===== src/rtl/pc_fetch_ctrl.sv =====
// pc_fetch_ctrl: program-counter register and instruction-fetch sequencer.
// Presents the current PC and a constant step to the external PC adder and
// takes the adder sum back as the sequential next PC. It selects between the
// sum and jump/branch targets, and runs the imem request handshake with
// stall and halt control.
// Optional feature macro: MISALIGN_TRAP_EN. When it is defined, a misaligned
// redirect target goes to TRAP_VECTOR and pulses misalign_err. When it is
// undefined, the low two bits of the target are cleared.
module pc_fetch_ctrl #(
    parameter int unsigned     XLEN         = 32,
    parameter logic [XLEN-1:0] RESET_VECTOR = '0,
    parameter logic [XLEN-1:0] PC_STEP      = XLEN'(4),
    parameter logic [XLEN-1:0] TRAP_VECTOR  = XLEN'(32'h0000_0100)
) (
    input  logic            clk,
    input  logic            rst_n,
    output logic [XLEN-1:0] pc_out,
    output logic [XLEN-1:0] pc_step,
    input  logic [XLEN-1:0] pc_seq,
    input  logic            branch_taken,
    input  logic [XLEN-1:0] branch_target,
    input  logic            jump,
    input  logic [XLEN-1:0] jump_target,
    input  logic            stall,
    input  logic            halt_req,
    output logic            imem_req,
    output logic [XLEN-1:0] imem_addr,
    input  logic            imem_ready,
    output logic            instr_valid,
    output logic            halted,
    output logic [31:0]     instr_count,
    output logic            misalign_err
);

    typedef enum logic [1:0] {
        BOOT,
        FETCH,
        HALT
    } state_t;

    state_t          state;
    state_t          state_nxt;
    logic            advance;
    logic            redirect;
    logic [XLEN-1:0] redirect_target;
    logic [XLEN-1:0] pc_nxt;

    assign pc_step     = PC_STEP;
    assign imem_addr   = pc_out;
    assign instr_valid = advance;

    // State register; reset forces BOOT immediately.
    always_ff @(posedge clk or negedge rst_n) begin
        if (!rst_n) begin
            state <= BOOT;
        end else begin
            state <= state_nxt;
        end
    end

    // Next-state logic, handshake outputs and the advance strobe.
    always_comb begin
        state_nxt = state;
        imem_req  = 1'b0;
        halted    = 1'b0;
        advance   = 1'b0;
        case (state)
            BOOT: begin
                state_nxt = FETCH;
            end
            FETCH: begin
                imem_req = 1'b1;
                advance  = imem_ready & ~stall;
                if (advance && halt_req) begin
                    state_nxt = HALT;
                end
            end
            HALT: begin
                halted = 1'b1;
            end
            default: begin
                state_nxt = BOOT;
            end
        endcase
    end

    // Next-PC selection: jump beats branch, and branch beats the adder sum.
    always_comb begin
        redirect        = jump | branch_taken;
        redirect_target = jump ? jump_target : branch_target;
        pc_nxt          = pc_seq;
        if (redirect) begin
`ifdef MISALIGN_TRAP_EN
            pc_nxt = (redirect_target[1:0] != 2'b00) ? TRAP_VECTOR : redirect_target;
`else
            pc_nxt = {redirect_target[XLEN-1:2], 2'b00};
`endif
        end
    end

    // PC and retired-instruction counter; both move only on advance.
    always_ff @(posedge clk or negedge rst_n) begin
        if (!rst_n) begin
            pc_out      <= RESET_VECTOR;
            instr_count <= '0;
        end else if (advance) begin
            pc_out      <= pc_nxt;
            instr_count <= instr_count + 32'd1;
        end
    end

`ifdef MISALIGN_TRAP_EN
    // Misalignment flag is registered so that it lines up with the trap PC.
    always_ff @(posedge clk or negedge rst_n) begin
        if (!rst_n) begin
            misalign_err <= 1'b0;
        end else begin
            misalign_err <= advance & redirect & (redirect_target[1:0] != 2'b00);
        end
    end
`else
    logic unused_trap_vector;
    assign unused_trap_vector = ^TRAP_VECTOR;
    assign misalign_err       = 1'b0;
`endif

endmodule


===== config.mk =====
export PLATFORM = sky130hd
export DESIGN_NAME = pc_fetch_ctrl
export DESIGN_NICKNAME = d
export VERILOG_FILES = /design/src/rtl/pc_fetch_ctrl.sv
export SDC_FILE = /design/constraint.sdc
export NUM_CORES = 1
export LEC_CHECK = 0
export ABC_CLOCK_PERIOD_IN_PS = 3450
export CORE_UTILIZATION = 40
export CTS_CLUSTER_DIAMETER = 80
export CTS_CLUSTER_SIZE = 40
export DETAILED_ROUTE_END_ITERATION = 6
export PLACE_DENSITY = 0.95
export SLEW_MARGIN = 15
export SYNTH_ARGS = -nofsm -noshare
export SYNTH_HDL_FRONTEND = slang
export SYNTH_SLANG_ARGS = --single-unit

===== constraint.sdc =====
create_clock -name clk -period 3.45 [get_ports clk]
set_input_delay 0.345 -clock clk [delete_from_list [all_inputs] [get_ports clk]]
set_output_delay 0.345 -clock clk [all_outputs]
set_load 0.02 [all_outputs]

==> flow_metrics.py <==
metrics = {
    "synthesis": {
        "synth-compound-area-share_pct": 8.42,
        "synthSimpleGateAreaFrac_pct": 17.0,
        "synthTopCellsByArea": "dfrtp_1, buf_4, mux2i_1",
        "syn_area_per_cell_um2": 9.53,
        "netlist_area_um2": 3850,
        "ys_seq_elements": 66,
        "synth_adder_area_share_pct": 0.325,
        "synth_cell_type_count": 31,
        "ys.warnings.count": 0,
        "yosysTopAreaCellShare_pct": 42.9,
        "muxShareOfSynthArea_pct": 7.80,
        "yosysSeqAreaShare_pct": 42.9,
        "synth_area_leader_cell": "dfrtp_1",
        "synth_xor_area_share_pct": 7.44,
        "synth_top_family_by_area": "simple AND/OR/NAND/NOR gates",
        "syn_inst": 404,
    },
    "route": {
        "drtPass1Iterations": 4,
        "vias": 3242,
        "vias_per_cell": 4.67,
        "first_iter_violations": 47,
        "totalWireLength_um": 9840,
        "drc_errors": 0,
        "wl_per_cell_um": 14.2,
        "antenna_left": 0,
    },
    "worst_setup_path": {
        "reg2reg_setup_slack_ns": 1.34,
        "cp.arrival_ns": 2.38,
        "cp_max_fo": 34,
        "crit_type": "in -> reg",
        "crit_slowest_cell": "nor4_4",
        "required_ns": 3.68,
        "crit_chain": "clkdlybuf4s50_1 > nand4bb_4 > buf_4 > nor4_4 > nand4_1 > xnor2_1",
        "max_stage_delay_ns": 0.68,
        "start_kind": "primary input",
        "crit_path_end_kind": "flop",
    },
    "placed_design": {
        "io_buffers": 197,
        "dp_slack_ns": 0.925,
        "dp.cells": 678,
        "dp_hpwl_um": 7830,
        "gp_congestion": 0.782,
    },
    "timing": {
        "final.setup_skew_ns": 0.00861,
        "drv_slew": 0,
        "period_share_pct": 62.4,
        "setup_slack_ns": 1.30,
        "finalSetupViolCount": 0,
        "fin_setup_tns_ns": 0,
        "rsz0062_at_grt": "false",
        "finalCriticalPeriod_ns": 2.15,
        "max_freq_ghz": 0.464,
        "hold_viol_final": 0,
        "hold_ws_ns": 0.0407,
        "worst_pin_slew_ns": 0.986,
        "maxSlewHeadroom_pct": 34.3,
    },
    "clock_network": {
        "cts_max_level": 3,
        "clk_latency_ns": 0.34,
        "cts_hold_buf": 0,
        "post_cts_buffers": 0,
        "cts_buffer_depth": 2,
        "cts_buffers": 9,
        "post_cts_resize_count": 0,
        "tritoncts": "yes",
        "clkTransAtPathRegs_ns": 0.08,
        "cts_sinks": 66,
        "root_buffer": "clkbuf_8",
    },
    "job": {
        "cap_violations": 0,
    },
    "finish": {
        "diodes": 0,
        "syn_to_final_growth_pct": 49.5,
        "layout_commonest_cell": "clkdlybuf4s50_1",
        "drive_gt1_share_pct": 6.55,
        "final_cell_count_no_fill": 694,
        "layout_common_cells": "clkdlybuf4s50_1, dfrtp_1, nand2_1",
        "nets": 664,
    },
    "die": {
        "start_util_pct": 41.5,
        "dieArea_um2": 10000,
        "die_x_um": 100,
        "fp.coreArea_um2": 9280,
        "die_h_um": 100,
        "rows": 35,
        "ios": 235,
    },
    "power_and_ir_drop": {
        "p_leak_nw": 2.53,
        "p_per_area_nw_per_um2": 473,
        "ir_worst_vdd_mv": 0.243,
    },
    "worst_hold_path": {
        "hold_class": "in -> async",
    },
    "global_route": {
        "grt_antenna_before_repair": 0,
        "grt_pass1_vias": 3213,
        "grt_max_degree": 62,
        "grt_use_total_pct": 19.8,
        "gr-total-overflow": 0,
        "grt_pass1_wl_um": 15400,
    },
    "run_status": {
        "status": "finished, final reports clean",
    },
}
==> cell type report <==
cell class / count / area (µm²)
clock buffers: 10 / 138
flip-flops and latches: 66 / 1650
inverters: 3 / 11.3
well taps: 129 / 161
multi-input cells: 279 / 1720
clock inverters: 6 / 90.1
repair buffers: 201 / 1990
fillers: 744 / 3530
==> kinds of logic after synthesis <==
group,Yosys count
simple gates,120
buf+inv,90
flops,66
compound gates,64
xor+xnor,31
mux,30
other cells,2
fa+ha+maj,1
==> final timing paths <==
check                                 from         endpoint  cells after the start
max in group asynchronous            rst_n    imem_addr[31]                      2
min in group clk           instr_count[29]  instr_count[29]                      1
setup reg to reg                  state[1]  instr_count[22]                      5
hold reg to reg            instr_count[29]  instr_count[29]                      1
hold / removal                       rst_n   instr_count[7]                      1
setup / recovery                     stall  instr_count[22]                      6
==> synth_stat cells <==
cell / n
conb_1: 2
nor4_4: 2
xor2_1: 4
nand4_4: 2
nand4bb_1: 1
a21oi_1: 30
mux2i_1: 30
a31oi_1: 1
nand3_2: 5
nand3_1: 8
nor3_1: 2
and3_1: 5
o21bai_1: 1
xnor2_1: 25
and4_1: 4
nor2b_1: 2
buf_4: 66
inv_1: 3
dfrtp_1: 66
xnor2_2: 2
nand4_1: 10
nand2_1: 44
nor2_4: 1
o21ai_0: 32
and2b_1: 1
ha_1: 1
and4bb_2: 1
buf_2: 4
nor2_1: 32
buf_6: 3
clkbuf_1: 14
==> routing by layer <==
layer  vias up  share of wire, %  GRT usage (%)
met5         -                 0              0
met4         0               1.6           7.02
met3        18               5.5           4.60
met2       143                54           37.5
met1      1506                39           21.5
li1       1575                 -              -
==> state kept, by name (all words and copies together) (netlist names) <==
name,count
imem_addr,32
instr_count,32
state,2
==> power by group <==
part	switching, mW	internal, mW	total (mW)
combinational	0.507	0.488	0.995
clock	0.306	0.428	0.733
sequential	0.113	0.882	0.995
==> through the flow <==
stage	total power, mW	util (%)	area [µm²]
detailed placement	2.01	59.6	5530
finish	2.72	62.0	5760
CTS	2.75	62.0	5760
global route	2.86	62.0	5760
global placement	1.98	59.6	5530
floorplan	1.57	-	3970
==> worst max-delay path, delay by kind of cell <==
kind / cells / cell delay [ns]
AND/OR/NAND/NOR: 3 / 1.17
buffers and inverters: 2 / 0.70
XOR/XNOR: 1 / 0.17
No activity file was read; power rests on OpenSTA's default activity.
